==> src/rtl/tpu_pkg.sv <==
// Shared TPU control-path types: the instruction word and its reset value.
// Latency: n/a (types only).
// Backpressure: n/a (types only).
package tpu_pkg;

  typedef struct packed {
    logic [7:0]  opcode;
    logic [31:0] length;
    logic [15:0] acc_addr;
    logic [23:0] buffer_addr;
  } instr_type;

  localparam instr_type INIT_INSTR = '{
    opcode:      8'h00,
    length:      32'd0,
    acc_addr:    16'h0000,
    buffer_addr: 24'h00_0000
  };

endpackage

==> src/rtl/instruction_dispatcher.sv <==
// Pops instructions from the instruction FIFO, decodes them and issues in program order
// to the weight / MMU / activation controllers; SYNC, HALT, NOP handled locally.
// Latency: pop, capture and issue on three consecutive edges (>= 4 cycles between issues).
// Backpressure: target busy / resource_busy stalls DISPATCH, and every later instruction with it.
//
// Ports:
//   clk, rst (async, active-low), enable (freezes FSM when low)
//   instr_in / instr_empty / instr_read : FIFO read side (data valid the cycle after the pop)
//   instr_out : captured instruction shared by all controllers
//   *_instr_enable : one-cycle issue pulses; *_busy, *_resource_busy : controller status
//   synchronize / illegal_opcode : one-cycle pulses; halted : sticky
//   issued_count : wrapping issue counter; busy : combinational activity flag
module instruction_dispatcher
  import tpu_pkg::*;
(
  input  logic        clk,
  input  logic        rst,
  input  logic        enable,
  input  instr_type   instr_in,
  input  logic        instr_empty,
  output logic        instr_read,
  output instr_type   instr_out,
  output logic        weight_instr_enable,
  output logic        mmu_instr_enable,
  output logic        act_instr_enable,
  input  logic        weight_busy,
  input  logic        weight_resource_busy,
  input  logic        mmu_busy,
  input  logic        mmu_resource_busy,
  input  logic        act_busy,
  output logic        synchronize,
  output logic        halted,
  output logic        illegal_opcode,
  output logic [31:0] issued_count,
  output logic        busy
);

  typedef enum logic [2:0] {
    S_IDLE, S_FETCH, S_CAPTURE, S_DISPATCH, S_SYNC_WAIT, S_HALT_WAIT, S_HALTED
  } state_t;

  typedef enum logic [2:0] {
    K_NOP, K_SYNC, K_HALT, K_LOAD, K_MATMUL, K_ACT, K_ILLEGAL
  } kind_t;

  state_t      r_state, w_next_state;
  instr_type   r_instr, w_instr;
  logic        r_read, w_read;
  logic        r_weight_en, w_weight_en;
  logic        r_mmu_en, w_mmu_en;
  logic        r_act_en, w_act_en;
  logic        r_sync, w_sync;
  logic        r_halted, w_halted;
  logic        r_illegal, w_illegal;
  logic [31:0] r_count, w_count;
  kind_t       w_kind;
  logic        w_len_zero;
  logic        w_all_idle;

  assign w_len_zero = (r_instr.length == 32'd0);
  assign w_all_idle = !(weight_busy || weight_resource_busy || mmu_busy ||
                        mmu_resource_busy || act_busy);

  // Priority order matters: 8'hFF would otherwise fall into the ACTIVATE range.
  always_comb begin
    if (r_instr.opcode == 8'h00)                w_kind = K_NOP;
    else if (r_instr.opcode == 8'h01)           w_kind = K_SYNC;
    else if (r_instr.opcode == 8'hFF)           w_kind = K_HALT;
    else if (r_instr.opcode[7:3] == 5'b00001)   w_kind = K_LOAD;
    else if (r_instr.opcode[7:4] == 4'b0010)    w_kind = K_MATMUL;
    else if (r_instr.opcode[7])                 w_kind = K_ACT;
    else                                        w_kind = K_ILLEGAL;
  end

  always_comb begin
    w_next_state = r_state;
    w_instr      = r_instr;
    w_read       = 1'b0;
    w_weight_en  = 1'b0;
    w_mmu_en     = 1'b0;
    w_act_en     = 1'b0;
    w_sync       = 1'b0;
    w_halted     = r_halted;
    w_illegal    = 1'b0;
    w_count      = r_count;
    // With enable low nothing advances, so every pulse is implicitly suppressed.
    if (enable) begin
      case (r_state)
        S_IDLE: begin
          // The pop is launched on this edge so it is presented during FETCH; the FIFO
          // read data then holds until CAPTURE even if FETCH is frozen by enable.
          if (!instr_empty) begin
            w_read       = 1'b1;
            w_next_state = S_FETCH;
          end
        end
        S_FETCH:   w_next_state = S_CAPTURE;
        S_CAPTURE: begin
          w_instr      = instr_in;
          w_next_state = S_DISPATCH;
        end
        S_DISPATCH: begin
          // Default is to consume (NOP, illegal, zero length); a blocked issue stays here.
          w_next_state = S_IDLE;
          case (w_kind)
            K_LOAD: if (!w_len_zero) begin
              if (!weight_busy) begin
                w_weight_en = 1'b1;
                w_count     = r_count + 32'd1;
              end else begin
                w_next_state = S_DISPATCH;
              end
            end
            K_MATMUL: if (!w_len_zero) begin
              if (!mmu_busy && !weight_resource_busy) begin
                w_mmu_en = 1'b1;
                w_count  = r_count + 32'd1;
              end else begin
                w_next_state = S_DISPATCH;
              end
            end
            K_ACT: if (!w_len_zero) begin
              if (!act_busy && !mmu_resource_busy) begin
                w_act_en = 1'b1;
                w_count  = r_count + 32'd1;
              end else begin
                w_next_state = S_DISPATCH;
              end
            end
            K_SYNC:    w_next_state = S_SYNC_WAIT;
            K_HALT:    w_next_state = S_HALT_WAIT;
            K_ILLEGAL: w_illegal    = 1'b1;
            default:   ;
          endcase
        end
        S_SYNC_WAIT: begin
          if (w_all_idle) begin
            w_sync       = 1'b1;
            w_next_state = S_IDLE;
          end
        end
        S_HALT_WAIT: begin
          if (w_all_idle) begin
            w_halted     = 1'b1;
            w_next_state = S_HALTED;
          end
        end
        default: ;  // S_HALTED is terminal
      endcase
    end
  end

  always_ff @(posedge clk or negedge rst) begin
    if (!rst) begin
      r_state     <= S_IDLE;
      r_instr     <= INIT_INSTR;
      r_read      <= 1'b0;
      r_weight_en <= 1'b0;
      r_mmu_en    <= 1'b0;
      r_act_en    <= 1'b0;
      r_sync      <= 1'b0;
      r_halted    <= 1'b0;
      r_illegal   <= 1'b0;
      r_count     <= 32'd0;
    end else begin
      r_state     <= w_next_state;
      r_instr     <= w_instr;
      r_read      <= w_read;
      r_weight_en <= w_weight_en;
      r_mmu_en    <= w_mmu_en;
      r_act_en    <= w_act_en;
      r_sync      <= w_sync;
      r_halted    <= w_halted;
      r_illegal   <= w_illegal;
      r_count     <= w_count;
    end
  end

  assign instr_read          = r_read;
  assign instr_out           = r_instr;
  assign weight_instr_enable = r_weight_en;
  assign mmu_instr_enable    = r_mmu_en;
  assign act_instr_enable    = r_act_en;
  assign synchronize         = r_sync;
  assign halted              = r_halted;
  assign illegal_opcode      = r_illegal;
  assign issued_count        = r_count;
  assign busy                = (r_state != S_IDLE) || weight_busy || mmu_busy || act_busy;

endmodule
==> config.mk <==
export PLATFORM = sky130hd
export DESIGN_NAME = instruction_dispatcher
export DESIGN_NICKNAME = d
export VERILOG_FILES = /design/src/rtl/tpu_pkg.sv /design/src/rtl/instruction_dispatcher.sv
export SDC_FILE = /design/constraint.sdc
export NUM_CORES = 1
export LEC_CHECK = 0
export ABC_AREA = 1
export BUFFER_PORTS_ARGS = -buffer_cell sky130_fd_sc_hd__buf_2
export CORE_UTILIZATION = 42
export CTS_CLUSTER_DIAMETER = 200
export CTS_CLUSTER_SIZE = 10
export DETAILED_ROUTE_END_ITERATION = 16
export PLACE_DENSITY = 0.78
export SYNTH_ARGS = -nofsm -noshare
export SYNTH_HDL_FRONTEND = slang
export SYNTH_SLANG_ARGS = --single-unit
==> constraint.sdc <==
create_clock -name clk -period 2 [get_ports clk]
set_input_delay 0.3 -clock clk [delete_from_list [all_inputs] [get_ports clk]]
set_output_delay 0.3 -clock clk [all_outputs]
set_load 0.02 [all_outputs]
* Yosys cells after proc, flatten, opt, wreduce, memory -nomap -nowiden
Index checks and enable logic that the tools add are counted.
** Storage, ports and cells
- Flip-flop bits (word level) :: 122
** Operators by class
- Add/subtract/negate cells :: 1
- Mux-type cells :: 48
- Reductions and logical operators :: 23
- Bitwise operators :: 1
- Equal/unequal tests :: 24
** Operators with widths (number)
- 2-to-1 mux 32 bit :: 6
- case mux 32 bit (3 select lines) :: 1
- adder 32 x 1 -> 32 bit, second input constant :: 1
- logical NOT 32 bit :: 1
- 2-to-1 mux 1 bit :: 24
- 2-to-1 mux 3 bit :: 7
- inequality test 2 bit, second input constant :: 9
- case mux 3 bit (6 select lines) :: 1
- 2-to-1 mux 2 bit :: 8
- == test 3 bit, second input constant :: 5
- case mux 3 bit (5 select lines) :: 1
- == test 3 x 2 -> 1 bit, second input constant :: 4
- AND reduction 9 bit :: 1
- == test 8 x 1 -> 1 bit, second input constant :: 1
- == test 8 bit, second input constant :: 1
- logical NOT 8 bit :: 1
- logical OR 1 bit :: 7
- == test 3 x 1 -> 1 bit, second input constant :: 2
- nonzero test 3 bit :: 2
- nonzero test 6 bit :: 1
- == test 5 x 1 -> 1 bit, second input constant :: 1
- AND reduction 5 bit :: 1
- == test 4 x 2 -> 1 bit, second input constant :: 1
- logical NOT 1 bit :: 4
- other kinds (5) :: 6

* Logic depth before layout (Yosys ltp)
- Word-level depth :: 10
- Depth in mapped cells :: 13
- Gate-level depth less buffers :: 12

* Least setup slack after synthesis
Ideal clock, no wire load.
- Kind :: reg2reg
- Start point :: register r_count[0], in the netlist issued_count[0]
- End point :: register r_count[30], in the netlist issued_count[30]
- Cell stages (with the launch flop) :: 10
- Data required time :: 1877 ps
- Slack :: 142 ps
- Data arrival time :: 1735 ps
- Library setup time :: 123 ps
- Cell sequence :: dfrtp_1 > ha_1 > nand3_1 > nor2_2 > nand3_1 > nor2_1 > nand3_1 > nand3b_1 > o21ai_0 > nand2_1
** Between the ends
- Longest elaborated chain between the ends :: 4
** Ends and longest elaborated chain
- from (decl) :: line instruction_dispatcher.sv:55 : logic [31:0] r_count, w_count;
- from (signal assigned) :: line instruction_dispatcher.sv:175 : r_count <= w_count;
- adder 32 x 1 -> 32 bit (*) :: line instruction_dispatcher.sv:109, instruction_dispatcher.sv:117, instruction_dispatcher.sv:125
- 2-to-1 mux 32 bit (on tied branches) :: line instruction_dispatcher.sv:123, instruction_dispatcher.sv:107, instruction_dispatcher.sv:115
- 2-to-1 mux 32 bit (on tied branches) :: line instruction_dispatcher.sv:122, instruction_dispatcher.sv:106, instruction_dispatcher.sv:114
- case mux 32 bit (3 select lines) (*) :: line instruction_dispatcher.sv:105 : case (w_kind)
Every way passes the cells marked *; elsewhere a longest branch is shown, timed or not. The select of a mux whose other input is x is not followed.
A chain may end at the register's enable or synchronous reset.

* Final worst setup path
- Start point :: register r_count[3], in the netlist issued_count[3]
- End point :: register r_count[23], in the netlist issued_count[23]
The elaborated chain is that of the path after synthesis.

==> reports/summary.md <==
### Outcome
- finished clean — status

### Layout
- 1190 — number of inserted filler cells in the final layout
- 80 — max FFs per register
- 57.4% — Layout Utilization
- 896 — final net count
- 47.3% — fraction of layout instances using a drive strength above 1
- 33.9% — layout-stage area growth over the synthesis result

### STA
- 0 — final hold violation count
- 0.0114 ns — Post-Route Skew
- 0 — final number of max-transition violations
- 0 — setup violation total in the final timing report
- 0.0509 ns — minimum hold slack
- 93.3% — fraction of the cycle the final worst path needs
- 59.6% — worst max-slew margin expressed relative to the limit
- 0 ns — Final TNS setup
- false — RSZ-0062 raised after global routing
- 1.87 ns — final critical delay including setup and external delays
- 0.606 ns — Least-Margin Pin Slew
- 536 MHz — fmax

### Detailed routing
- 0 — Post-route DRC
- 0 — number of antenna-violating nets in the routed design
- 4857 — total number of vias
- 4.86 — number of vias per cell
- 14.4 mm — total routed wirelength
- 4 — DRT Pass-1 Iters
- 14.4 µm — routed len/inst
- 244 — violation count after the first detailed-routing iteration

### Clocking
- sky130_fd_sc_hd__clkbuf_16 — master cell of the clock root buffer
- 2 — Clock Path Buffers
- 17 — cts bufs inserted
- 0.42 ns — clock insertion delay at the later pin of the skew report
- done — clock tree from TritonCTS
- 0 — setup fix buffers added after clock tree synthesis
- 4 — CTS H-tree depth
- 122 — sinks on the clock net
- 0.05 ns — Reg clk slew, reported paths

### Die
- 42.9% — starting utilization of the core area
- 209 — # IOs
- 0.0146 mm² — die area
- 121 µm — die boundary height
- 43 — number of placement rows
- 0.0138 mm² — placeable core region
- 121 µm — Chip Width

### Logic synthesis
- 668 — Net Count, Synth
- 10.3 µm² — synthesized area per cell
- 122 — #FFs+latches synth
- 51.5% — top-area cell type share of the netlist area
- 0 — number of enable-type register cells in the synthesized netlist
- 0 — synth warn
- sky130_fd_sc_hd__dfrtp_1 — cell taking the most area after synthesis
- 37 — post-synthesis cell type count
- 578 — synthesized instance count
- 100% — Async S/R FF share, synth
- 51.5% — portion of the post-synthesis area used by sequential elements
- sky130_fd_sc_hd__dfrtp_1 (52%), sky130_fd_sc_hd__mux2_2 (14%), sky130_fd_sc_hd__nand2_1 (7.6%) — largest cells by area after synthesis
- 0.00593 mm² — Netlist Area Pre-Place
- sky130_fd_sc_hd__dfrtp_1 — commonest register cell after synthesis

### Global route
- 21.0% — overall fraction of global-route tracks in use
- 4840 — vias in the first global route
- 0 — global route overflow
- 1 — initial antenna violation count
- 75 — largest net degree at the start of global routing
- 23.5 mm — wire length of the first global-routing pass

### Power and ir drop
- 3.96 nW — leakage power figure
- 0.933 mV — worst supply voltage drop on vdd
- 1480 mW/mm² — power density cells

### Worst setup path
- 9 — Worst Reg-to-Reg Cells
- register — startpoint type of the worst setup path
- reg -> reg — category of the critical setup timing path
- issued_count[23] — capture instance of the worst register-to-register path
- 0.13 ns — internal reg-to-reg setup slack
- 2.34 ns — required time at the endpoint of the critical path
- issued_count[3] — Setup crit start
- issued_count[23] — endpoint of the worst setup timing path
- register — Worst Setup End Kind
- 5 — highest net fanout along the worst path
- issued_count[3] — Crit Reg-Reg Startpoint
- 2.21 ns — worst path arrival time

### Placement
- 10.8 mm — placed wire-length estimate after detailed placement
- 0.919 — final weighted congestion of routability-driven global placement
- 208 — total of buffers placed on input and output ports

### Job
- 0 — reported max-cap violation count

### Worst hold path
- in -> reg — type of the worst min-delay path

power by group:
group	leakage (nW)	internal (mW)	total (mW)	switching, mW
clock	0.311	2.19	3.28	1.10
combinational	2.14	1.81	4.46	2.65
sequential	1.51	3.37	3.98	0.607
cell usage after synthesis (3+ instances only):
cell	n
sky130_fd_sc_hd__a21oi_1	12
sky130_fd_sc_hd__buf_2	7
sky130_fd_sc_hd__buf_4	3
sky130_fd_sc_hd__dfrtp_1	122
sky130_fd_sc_hd__inv_1	41
sky130_fd_sc_hd__inv_2	6
sky130_fd_sc_hd__mux2_2	73
sky130_fd_sc_hd__nand2_1	120
sky130_fd_sc_hd__nand2_2	9
sky130_fd_sc_hd__nand3_1	18
sky130_fd_sc_hd__nand3_2	3
sky130_fd_sc_hd__nand3b_1	5
sky130_fd_sc_hd__nand4_1	17
sky130_fd_sc_hd__nor2_1	64
sky130_fd_sc_hd__nor2_2	5
sky130_fd_sc_hd__nor2_4	15
sky130_fd_sc_hd__nor3_1	13
sky130_fd_sc_hd__o21ai_0	4
sky130_fd_sc_hd__xnor2_1	6
sky130_fd_sc_hd__xor2_1	6
sky130_fd_sc_hd__xor2_2	10
per-layer routing:
metal / track usage [%] / share of wire (%) / vias to the layer above
met1: 24.2 / 40 / 2320
li1: - / - / 2346
met3: 6.70 / 7.2 / 14
met5: 0 / 0 / -
met2: 36.5 / 51 / 177
met4: 7.64 / 1.4 / 0
metrics by stage:
step	cell area (µm²)	cells	power (mW)	worst slack [ns]
finish	7930	1000	11.7	0.133
global route	7930	999	12.4	0.00353
CTS	7910	999	11.8	0.0121
detailed placement	7260	966	8.48	-0.0109
global placement	7260	966	8.37	0.0431
floorplan	5930	578	6.92	0.142
worst max-delay path, stage by stage, from the launching register on:
cell,delay [ns]
sky130_fd_sc_hd__dfrtp_1,0.47
sky130_fd_sc_hd__nand2_1,0.13
sky130_fd_sc_hd__nor2_4,0.16
sky130_fd_sc_hd__nand2_2,0.12
sky130_fd_sc_hd__nor2_4,0.16
sky130_fd_sc_hd__nand2_1,0.12
sky130_fd_sc_hd__nor2_1,0.21
sky130_fd_sc_hd__nand2_1,0.16
sky130_fd_sc_hd__nor2_4,0.15
sky130_fd_sc_hd__xor2_2,0.12
worst min-delay path by stage:
| stage | start | endpoint | slack (ns) | depth (start not counted) |
|---|---|---|---|---|
| floorplan | rst | act_instr_enable | 0.004 | 0 |
| global placement | rst | issued_count[10] | 0.35 | 2 |
| detailed placement | rst | issued_count[8] | 0.35 | 2 |
| CTS | instr_empty | instr_read | 0.03 | 2 |
| global route | instr_empty | instr_read | 0.07 | 2 |
| finish | instr_empty | instr_read | 0.05 | 2 |
cells in the final DEF (no fill, tap or decap), types with 2 or more instances in the layout:
cell type                   netlist  layout
sky130_fd_sc_hd__nor3_1          13      13
sky130_fd_sc_hd__dfrtp_1        122     122
sky130_fd_sc_hd__or2_2            2       2
sky130_fd_sc_hd__nand4_1         17      17
sky130_fd_sc_hd__nand2_1        120     118
sky130_fd_sc_hd__nand3b_1         5       5
sky130_fd_sc_hd__mux2_2          73      73
sky130_fd_sc_hd__xnor2_1          6       6
sky130_fd_sc_hd__clkbuf_8         0       3
sky130_fd_sc_hd__clkbuf_16        0      17
sky130_fd_sc_hd__xor2_1           6       6
sky130_fd_sc_hd__xor2_2          10      10
sky130_fd_sc_hd__nand3_1         18      16
sky130_fd_sc_hd__nor2_4          15      16
sky130_fd_sc_hd__clkinv_4         0       2
sky130_fd_sc_hd__inv_2            6       6
sky130_fd_sc_hd__inv_1           41      41
sky130_fd_sc_hd__clkinv_2         0       2
sky130_fd_sc_hd__o21ai_0          4       4
sky130_fd_sc_hd__nand3_2          3       5
sky130_fd_sc_hd__a21oi_1         12      12
sky130_fd_sc_hd__nor3b_1          2       2
sky130_fd_sc_hd__bufinv_16        0       4
sky130_fd_sc_hd__nor2_1          64      61
sky130_fd_sc_hd__buf_12           1       4
sky130_fd_sc_hd__nand2_2          9      10
sky130_fd_sc_hd__nand3_4          2       2
sky130_fd_sc_hd__buf_2            7     207
sky130_fd_sc_hd__clkbuf_1         1       2
sky130_fd_sc_hd__nor2_2           5       7
sky130_fd_sc_hd__buf_4            3      10
what timing repair did:
action                                 in CTS  in global routing
gates resized for setup                     1                  6
hold buffers                                1                  0
cloned                                      0                  0
endpoints found under the hold margin      74                  0
setup endpoints to repair                  12                 13
pin swaps                                   0                  2
final cells by class:
cell class | count | area (µm²) | share of cell area, %
Sequential cell | 122 | 3050 | 38.5
Multi-Input combinational cell | 396 | 2640 | 33.2
Timing Repair Buffer | 222 | 1200 | 15.1
Clock buffer | 22 | 474 | 5.98
Tap cell | 180 | 225 | 2.84
Inverter | 47 | 176 | 2.22
Clock inverter | 10 | 164 | 2.07
Antenna cell | 1 | 2.50 | 0.0315
cells by family after synthesis:
logic type               count (synthesis)  synth area share, %
AND/OR/NAND/NOR                        279                 23.2
flip-flops                             122                 51.5
multiplexers                            73                 13.9
buffers and inverters                   60                 4.54
XOR/XNOR                                22                 4.52
AO/OA/AOI/OAI                           21                 2.17
adder cells (fa/ha/maj)                  1                0.211
Power figures use the tool's default switching activity.
